## config.mk

```make
export PLATFORM = sky130hd
export DESIGN_NAME = etc_band_sched
export DESIGN_NICKNAME = d
export VERILOG_FILES = /design/src/rtl/etc_sched_pkg.sv /design/src/rtl/etc_band_tracker.sv /design/src/rtl/etc_band_sched.sv
export SDC_FILE = /design/constraint.sdc
export NUM_CORES = 1
export LEC_CHECK = 0
export CORE_UTILIZATION = 45
export CTS_CLUSTER_SIZE = 20
export DETAILED_ROUTE_END_ITERATION = 8
export HOLD_SLACK_MARGIN = 0.02
export MAX_ROUTING_LAYER = met4
export PLACE_DENSITY_LB_ADDON = 0.25
export SLEW_MARGIN = 20
export SYNTH_ARGS = -nofsm -noshare
export SYNTH_HDL_FRONTEND = slang
export SYNTH_SLANG_ARGS = --single-unit
```

## constraint.sdc

```tcl
create_clock -name sclk -period 1.79 [get_ports sclk]
set_input_delay 0.2685 -clock sclk [delete_from_list [all_inputs] [get_ports sclk]]
set_output_delay 0.2685 -clock sclk [all_outputs]
set_load 0.02 [all_outputs]
```

## src/rtl/etc_sched_pkg.sv

```systemverilog
// Shared types and panel defaults for the ETC2 band scheduler.
// Optional statistics counters are enabled with ETC_BAND_SCHED_STATS_EN.
package etc_sched_pkg;

  localparam int unsigned H_BLOCKS_DEF = 120;  // 480 px / 4
  localparam int unsigned V_BLOCKS_DEF = 68;   // 272 px / 4

  typedef enum logic [1:0] {
    ST_IDLE = 2'd0,
    ST_REQ  = 2'd1,
    ST_WAIT = 2'd2,
    ST_HOLD = 2'd3
  } sched_state_e;

endpackage

```

## src/rtl/etc_band_tracker.sv

```systemverilog
// Display-side band bookkeeping: line counter, read bank, per-bank ready bits, underrun.
// ETC_BAND_SCHED_STATS_EN adds a saturating underrun event counter.
module etc_band_tracker (
  input  logic       sclk,
  input  logic       srst,
  input  logic       i_init,
  input  logic       i_set,
  input  logic       i_set_bank,
  input  logic       i_row_done,
  output logic [1:0] o_ready,
  output logic       o_rd_bank,
  output logic       o_band_valid,
  output logic       o_underrun
`ifdef ETC_BAND_SCHED_STATS_EN
  ,
  output logic [7:0] o_underrun_cnt
`endif
);

  logic [1:0] r_ready, w_ready_nxt;
  logic [1:0] r_row_cnt, w_row_cnt_nxt;
  logic       r_rd_bank, w_rd_bank_nxt;
  logic       r_band_valid, w_band_valid_nxt;
  logic       r_underrun, w_underrun_nxt;
  logic       w_underrun_evt;

  // Restart overrides line events; a band-complete set beats a same-cycle release.
  always_comb begin
    w_ready_nxt    = r_ready;
    w_row_cnt_nxt  = r_row_cnt;
    w_rd_bank_nxt  = r_rd_bank;
    w_underrun_nxt = r_underrun;
    w_underrun_evt = 1'b0;
    if (i_init) begin
      w_ready_nxt    = 2'b00;
      w_row_cnt_nxt  = 2'd0;
      w_rd_bank_nxt  = 1'b0;
      w_underrun_nxt = 1'b0;
    end else begin
      if (i_row_done) begin
        w_underrun_evt = ~r_band_valid;
        w_underrun_nxt = r_underrun | ~r_band_valid;
        w_row_cnt_nxt  = r_row_cnt + 2'd1;
        if (r_row_cnt == 2'd3) begin
          w_ready_nxt[r_rd_bank] = 1'b0;
          w_rd_bank_nxt          = ~r_rd_bank;
        end
      end
      if (i_set) begin
        w_ready_nxt[i_set_bank] = 1'b1;
      end
    end
    w_band_valid_nxt = w_ready_nxt[w_rd_bank_nxt];
  end

  always_ff @(posedge sclk or posedge srst) begin
    if (srst) begin
      r_ready      <= 2'b00;
      r_row_cnt    <= 2'd0;
      r_rd_bank    <= 1'b0;
      r_band_valid <= 1'b0;
      r_underrun   <= 1'b0;
    end else begin
      r_ready      <= w_ready_nxt;
      r_row_cnt    <= w_row_cnt_nxt;
      r_rd_bank    <= w_rd_bank_nxt;
      r_band_valid <= w_band_valid_nxt;
      r_underrun   <= w_underrun_nxt;
    end
  end

`ifdef ETC_BAND_SCHED_STATS_EN
  logic [7:0] r_underrun_cnt;

  always_ff @(posedge sclk or posedge srst) begin
    if (srst) begin
      r_underrun_cnt <= 8'd0;
    end else if (w_underrun_evt && (r_underrun_cnt != 8'hFF)) begin
      r_underrun_cnt <= r_underrun_cnt + 8'd1;
    end
  end

  assign o_underrun_cnt = r_underrun_cnt;
`else
  logic w_unused_evt;
  assign w_unused_evt = w_underrun_evt;
`endif

  assign o_ready      = r_ready;
  assign o_rd_bank    = r_rd_bank;
  assign o_band_valid = r_band_valid;
  assign o_underrun   = r_underrun;

endmodule

```

## src/rtl/etc_band_sched.sv

```systemverilog
// Sequences ETC2 block decode requests into a two-bank band buffer ahead of the TFT scan.
// ETC_BAND_SCHED_STATS_EN adds blk_cnt and underrun_cnt outputs.
module etc_band_sched
  import etc_sched_pkg::*;
#(
  parameter int unsigned H_BLOCKS = H_BLOCKS_DEF,
  parameter int unsigned V_BLOCKS = V_BLOCKS_DEF,
  parameter int unsigned BX_W     = 7,
  parameter int unsigned BY_W     = 7
) (
  input  logic            sclk,
  input  logic            srst,
  input  logic            frame_start,
  input  logic            row_done,
  output logic            dec_req,
  input  logic            dec_ack,
  input  logic            dec_done,
  output logic [BX_W-1:0] dec_bx,
  output logic [BY_W-1:0] dec_by,
  output logic            dec_bank,
  output logic            rd_bank,
  output logic            band_valid,
  output logic            underrun,
  output logic            busy
`ifdef ETC_BAND_SCHED_STATS_EN
  ,
  output logic [15:0]     blk_cnt,
  output logic [7:0]      underrun_cnt
`endif
);

  sched_state_e    r_state, w_state_nxt;
  logic [BX_W-1:0] r_bx, w_bx_nxt;
  logic [BY_W-1:0] r_by, w_by_nxt;
  logic            r_dec_bank, w_bank_nxt;
  logic            r_pend, w_pend_nxt;
  logic            r_dec_req, r_busy;
  logic            w_init, w_set;
  logic [1:0]      w_ready;

  // Next-state: an accepted decode is always allowed to finish before a restart.
  always_comb begin
    w_state_nxt = r_state;
    w_bx_nxt    = r_bx;
    w_by_nxt    = r_by;
    w_bank_nxt  = r_dec_bank;
    w_pend_nxt  = r_pend;
    w_init      = 1'b0;
    w_set       = 1'b0;
    case (r_state)
      ST_IDLE: begin
        if (frame_start) begin
          w_init      = 1'b1;
          w_state_nxt = ST_REQ;
        end
      end
      ST_REQ: begin
        if (dec_ack) begin
          w_state_nxt = ST_WAIT;
          w_pend_nxt  = frame_start;
        end else if (frame_start) begin
          // One HOLD cycle drops dec_req; bank 0 is free after init so REQ follows.
          w_init      = 1'b1;
          w_state_nxt = ST_HOLD;
        end
      end
      ST_WAIT: begin
        if (frame_start) begin
          w_pend_nxt = 1'b1;
        end
        if (dec_done) begin
          if (r_pend || frame_start) begin
            w_init      = 1'b1;
            w_state_nxt = ST_REQ;
          end else if (r_bx != BX_W'(H_BLOCKS - 1)) begin
            w_bx_nxt    = r_bx + BX_W'(1);
            w_state_nxt = ST_REQ;
          end else begin
            w_set      = 1'b1;
            w_bx_nxt   = '0;
            w_bank_nxt = ~r_dec_bank;
            if (r_by == BY_W'(V_BLOCKS - 1)) begin
              w_state_nxt = ST_IDLE;
            end else begin
              w_by_nxt    = r_by + BY_W'(1);
              w_state_nxt = ST_HOLD;
            end
          end
        end
      end
      ST_HOLD: begin
        if (frame_start) begin
          w_init      = 1'b1;
          w_state_nxt = ST_REQ;
        end else if (!w_ready[r_dec_bank]) begin
          w_state_nxt = ST_REQ;
        end
      end
      default: w_state_nxt = ST_IDLE;
    endcase
    if (w_init) begin
      w_bx_nxt   = '0;
      w_by_nxt   = '0;
      w_bank_nxt = 1'b0;
      w_pend_nxt = 1'b0;
    end
  end

  always_ff @(posedge sclk or posedge srst) begin
    if (srst) begin
      r_state    <= ST_IDLE;
      r_bx       <= '0;
      r_by       <= '0;
      r_dec_bank <= 1'b0;
      r_pend     <= 1'b0;
      r_dec_req  <= 1'b0;
      r_busy     <= 1'b0;
    end else begin
      r_state    <= w_state_nxt;
      r_bx       <= w_bx_nxt;
      r_by       <= w_by_nxt;
      r_dec_bank <= w_bank_nxt;
      r_pend     <= w_pend_nxt;
      r_dec_req  <= (w_state_nxt == ST_REQ);
      r_busy     <= (w_state_nxt != ST_IDLE);
    end
  end

  etc_band_tracker u_tracker (
    .sclk           (sclk),
    .srst           (srst),
    .i_init         (w_init),
    .i_set          (w_set),
    .i_set_bank     (r_dec_bank),
    .i_row_done     (row_done),
    .o_ready        (w_ready),
    .o_rd_bank      (rd_bank),
    .o_band_valid   (band_valid),
    .o_underrun     (underrun)
`ifdef ETC_BAND_SCHED_STATS_EN
    ,
    .o_underrun_cnt (underrun_cnt)
`endif
  );

`ifdef ETC_BAND_SCHED_STATS_EN
  logic [15:0] r_blk_cnt;

  // Discarded completions during a restart carry w_init and are not counted.
  always_ff @(posedge sclk or posedge srst) begin
    if (srst) begin
      r_blk_cnt <= 16'd0;
    end else if (w_init) begin
      r_blk_cnt <= 16'd0;
    end else if ((r_state == ST_WAIT) && dec_done) begin
      r_blk_cnt <= r_blk_cnt + 16'd1;
    end
  end

  assign blk_cnt = r_blk_cnt;
`endif

  assign dec_req  = r_dec_req;
  assign dec_bx   = r_bx;
  assign dec_by   = r_by;
  assign dec_bank = r_dec_bank;
  assign busy     = r_busy;

endmodule

```

==> impl_metrics.ini, run 1 <==
[status]
status = complete, but fails checks
failed_checks = setup timing

[clock_network]
clock_sinks = 27
clk_path_buf_depth = 2
clkTransAtPathRegs_ns = 0.15
hold_buffers = 0
htree_levels = 1
clk_latency_ns = 0.33
cts_tree = yes
cts_root_buf = clkbuf_4
numCtsBuffers = 3

[synthesis]
synthesis.nets = 171
synth_ff_type = dfrtp_1
syn-cell-area_um2 = 1510
synth_top_cell_by_area = dfrtp_1
synth.avg_cell_area_um2 = 9.53
ys_seq_elements = 27
synth_most_common_cell = dfrtp_1
ys_warn_count = 0
synth.distinct_cells = 43
synthArstFlopShare = 1.00
synthTopCellsByCount = 27 x dfrtp_1, 17 x nand2_1, 16 x nor2_1
synthTopCellsByArea = dfrtp_1 45%, ha_1 5.8%, nand2_1 4.2%
synth-edff-count = 0
ys_seq_area_frac = 0.449
syn_inst = 158
synth_top_area_share = 0.449

[timing]
setup_viol = 1
timing.final.crit_share = 1.02
fmax_ghz = 0.548
drv_slew = 0
rsz0062_at_grt = yes
max-slew-margin-rel = 0.729
period_minus_slack_ns = 1.82
finClkSkew_ns = 0.0124
fin_ws_ns = -0.0334
worst_slew_pin_slew_ns = 0.401
hold_viol = 0

[floorplan]
rows = 20
die_area_um2 = 3580
initial_utilization = 0.485
die_h_um = 59.8
die_width_um = 59.8
io_pins = 26
placeableCoreArea_um2 = 3100

[critical_path]
path_class = flip-flop to flip-flop
crit_buf_inv = 1
cp_max_fo = 4
cp.required_ns = 2.04
end_kind = flip-flop
start_kind = flip-flop
critPathTopFamily = simple AND/OR/NAND/NOR gates
cp_data_arrival_time_ns = 2.08
path_cells = inv_2, ha_4, nand4bb_1, or3_1, or4_1, a21oi_1
critical-path-max-stage-delay_ns = 0.47
critical-path-slowest-cell = or4_1

[drt]
drcViolationCount = 0
num_vias = 1392
ant_nets = 0
drt_pass1_iterations = 4
drt_iter0_drc = 58
wirelength_um = 3710
vias_per_cell = 5.52
wl_per_cell_um = 14.7

[finish]
fillCellCount = 263
final_cells = 252
layout-drive-gt1-share = 0.269
diodes = 0
flow.area_growth_from_synthesis_pct = 45.0
final_nets = 222
final_util = 0.703

[power]
worst_ir_drop_vdd_mv = 0.797
leakage_nw = 0.949
powerDensity_nw_per_um2 = 1090

[run]
max_cap_viol_count = 0

[global_routing]
grt_usage = 0.235
grt_max_degree = 28
grt_pass1_vias = 1318
grt_pass1_wl_um = 6150
gr-total-overflow = 0
antenna_found_initial = 0

[placement]
gp_congestion = 0.869
dp.cells = 245
hpwl_um = 2640
io_buffers = 25

[min_path]
hold_path_class = input pin to asynchronous set/reset pin
## sequential cells by signal, summed over array words and instances (netlist names), 2 cells and up
register / cells
r_state: 2
dec_by: 7
dec_bx: 7
u_tracker.o_ready: 2
u_tracker.r_row_cnt: 2
## cell usage in the layout (no fill, tap or decap), drive strengths merged, types with 2 or more instances in the layout
cell type,count
mux2i,2
nand4bb,2
nor3,3
xor2,2
xnor2,5
nor2b,2
ha,7
nor2,16
or3,2
o211ai,3
nand3,8
a21oi,11
inv,7
nor4,4
buf,27
o21ai,4
o311ai,2
clkdlybuf4s50,22
o31ai,2
dlymetal6s2s,3
a311oi,2
nand2,17
a211oi,2
dfrtp,27
clkbuf,3
nand2b,4
## worst min-delay path, delay by kind of cell
kind	cells	cell delay (ns)
buf+inv	3	0.77
## per-layer routing
metal  vias up  wire, µm  GRT usage
met3         9        82     0.0260
li1        673         -          -
met2        28      1910      0.381
met5         -         0          -
met1       682      1640      0.315
met4         0        76     0.0598
## worst paths after layout
check / cells past startpoint / end / from / slack [ns]
setup / recovery: 6 / dec_by[2] / r_state[0] / -0.03
setup reg to reg: 6 / dec_by[2] / r_state[0] / -0.03
hold reg to reg: 2 / u_tracker.o_underrun / u_tracker.o_underrun / 0.54
min in group sclk: 2 / u_tracker.o_underrun / u_tracker.o_underrun / 0.54
hold / removal: 3 / u_tracker.r_row_cnt[1] / srst / 0.28
max in group asynchronous: 3 / dec_bx[4] / srst / 1.24
## stage by stage
step | hold WS (ns) | setup WS, ns | power, W | area [µm²] | TNS [ns]
2_1_floorplan | 0.321 | -0.152 | 0.00138 | 1530 | -0.152
3_3_place_gp | 0.495 | -0.165 | 0.00176 | 2000 | -1.22
3_5_place_dp | 0.497 | -0.201 | 0.00183 | 2000 | -1.61
4_1_cts | 0.288 | -0.0266 | 0.00224 | 2090 | -0.106
5_1_grt | 0.293 | -0.139 | 0.00254 | 2180 | -0.768
6_report | 0.280 | -0.0334 | 0.00237 | 2180 | -0.0334
## report_power, final
part	internal, W	switching [W]	leakage (nW)
Sequential	0.000720	0.0000879	0.357
Clock	0.0000838	0.000178	0.0177
Combinational	0.000652	0.000647	0.573
## logic make-up after synthesis
family          synth area share
flops                      0.449
mux                       0.0133
compound gates             0.158
simple gates               0.247
buf+inv                   0.0341
fa+ha+maj                 0.0582
xor+xnor                  0.0407
## layout make-up
class	count	area (µm²)	area share
clock buffer	3	22.5	0.0103
tap	44	55.1	0.0252
multi-input combinational	118	910	0.417
inverter	7	26.3	0.0120
sequential	27	679	0.311
timing repair buffer	52	484	0.222
clock inverter	1	5.00	0.00229
## timing repair
item                       4_1_cts  5_1_grt
buffers inserted                 2        1
pin swaps                        2        0
setup endpoints to repair       10       22
hold endpoints to repair         0        0
gates resized for setup         11       20
Power figures use the tool's default switching activity.
==> run 2, diff against run 1 <==
Settings changed: CORE_ASPECT_RATIO from default to 0.5, REMOVE_ABC_BUFFERS from default to 1, TNS_END_PERCENT from default to 100.
==> impl_metrics.ini, run 2 (synthesis gave the netlist of run 1 again) <==
[global_routing]
grt_pass1_vias = 1223
gr-total-overflow = 0
grt_pass1_wl_um = 5860
antenna_found_initial = 0
grt_max_degree = 28
grt_usage = 0.219

[clock_network]
clk_latency_ns = 0.27
clkTransAtPathRegs_ns = 0.09
htree_levels = 1
numCtsBuffers = 3
cts_tree = yes
clk_path_buf_depth = 2
cts_root_buf = clkbuf_8
clock_sinks = 27

[drt]
vias_per_cell = 5.70
drt_pass1_iterations = 4
drcViolationCount = 0
drt_iter0_drc = 166
wirelength_um = 3820
ant_nets = 0
num_vias = 1443
wl_per_cell_um = 15.1

[power]
leakage_nw = 0.946
powerDensity_nw_per_um2 = 1110
worst_ir_drop_vdd_mv = 0.794
power_switching_w = 0.000925
p_seq_frac = 0.317
pwr-share-clk = 0.141
internal_power_w = 0.00157
p_comb_frac = 0.542
power.total_w = 0.00249
netSwitchingFraction = 0.371

[placement]
hpwl_um = 2500
gp_congestion = 0.804
io_buffers = 25
place_ws_ns = -0.185

[finish]
diodes = 0
layout.cells.most_common = buf_4
final_nets = 227
flow.area_growth_from_synthesis_pct = 49.0
final_cell_mix = 29 x buf_4, 27 x dfrtp_1, 25 x clkdlybuf4s50_1
layout-drive-gt1-share = 0.286

[critical_path]
cp_data_arrival_time_ns = 2.05
critical-path-max-stage-delay_ns = 0.48
reg2reg_depth = 6
critical-path-slowest-cell = or4_4
path_cells = inv_2, ha_4, nand4bb_1, or3_4, or4_4, a21oi_2
crit_start = r_state[0]
critPathTopFamily = simple AND/OR/NAND/NOR gates
regToRegSetupSlack_ns = -0.06
r2r_end = dec_by[2]
cp_max_fo = 4
r2r_start = r_state[0]
end_kind = flip-flop
start_kind = flip-flop
path_class = flip-flop to flip-flop
cp.required_ns = 2.00
crit_buf_inv = 1

[floorplan]
die_area_um2 = 3590
rows = 14
placeableCoreArea_um2 = 3080
die_h_um = 42.9
io_pins = 26
die_width_um = 83.8
initial_utilization = 0.488

[timing]
fin_setup_tns_ns = -0.213
hold_viol = 0
timing.final.crit_share = 1.03
fmax_ghz = 0.542
setup_viol = 7
fin_hold_ws_ns = 0.353
finClkSkew_ns = 0.00590
drv_slew = 0
worst_slew_pin_slew_ns = 0.436
period_minus_slack_ns = 1.85
fin_ws_ns = -0.0562
max-slew-margin-rel = 0.705
rsz0062_at_grt = yes

[run]
max_cap_viol_count = 0

[status]
failed_checks = setup timing
status = complete, but fails checks

[min_path]
hold_path_class = input pin to asynchronous set/reset pin
[run 2: changes by cell type in the layout (fill, tap and decap cells not counted), moves of 3 or more]
cell             before  now
dlymetal6s2s_1        3    0
dfrtp_1              24   27
buf_4                24   29
a21oi_1              11    8
clkdlybuf4s50_1      22   25
clkbuf_8              0    3
clkbuf_4              3    0
dfrtp_2               3    0
a21oi_2               0    3
[run 2: worst reg2reg max path, cell delays in order, from the launching register on]
cell,delay [ns]
dfrtp_1,0.39
inv_2,0.08
ha_4,0.15
nand4bb_1,0.15
or3_4,0.41
or4_4,0.48
a21oi_2,0.12
[run 2: how the worst max path moves through the flow]
| stage | endpoint | cells past startpoint |
|---|---|---|
| floorplan | dec_by[2] | 6 |
| finish | dec_by[2] | 6 |
| global placement | dec_by[2] | 5 |
| CTS | dec_bx[4] | 7 |
| detailed placement | dec_bx[3] | 7 |
| global route | dec_bx[4] | 7 |
[run 2: per-layer routing]
metal,global-route usage,up-vias,wire [µm]
li1,-,686,-
met4,0.0475,0,36
met2,0.319,53,1780
met1,0.320,700,1760
met5,-,-,0
met3,0.0389,4,246
[run 2: cell type report]
class | instances | area, µm²
Multi-Input combinational cell | 118 | 922
Sequential cell | 27 | 676
Tap cell | 40 | 50.0
Inverter | 7 | 26.3
Clock buffer | 4 | 45.0
Fill cell | 237 | 840
Timing Repair Buffer | 57 | 524
[run 2: power by group through the flow]
stage                     sequential (W)  combinational (W)  clock, W
after floorplan                 0.000864           0.000486         0
after global placement          0.000787           0.000984         0
after detailed placement        0.000794            0.00101         0
after CTS                       0.000791            0.00108  0.000353
after global routing            0.000805            0.00145  0.000382
final                           0.000791            0.00135  0.000351
[run 2: stage by stage]
stage / cell area (µm²) / std cells / utilization
after floorplan: 1480 / 152 / -
after global placement: 2020 / 247 / 0.655
after detailed placement: 2020 / 247 / 0.655
after CTS: 2120 / 251 / 0.687
after global routing: 2240 / 253 / 0.728
final: 2240 / 253 / 0.728
[run 2: timing repair]
item,in CTS,in global routing
buffers inserted,0,1
resized for setup,10,19
cloned,0,1
pin swaps,0,4
endpoints found under the setup margin,13,23
hold buffers,0,0
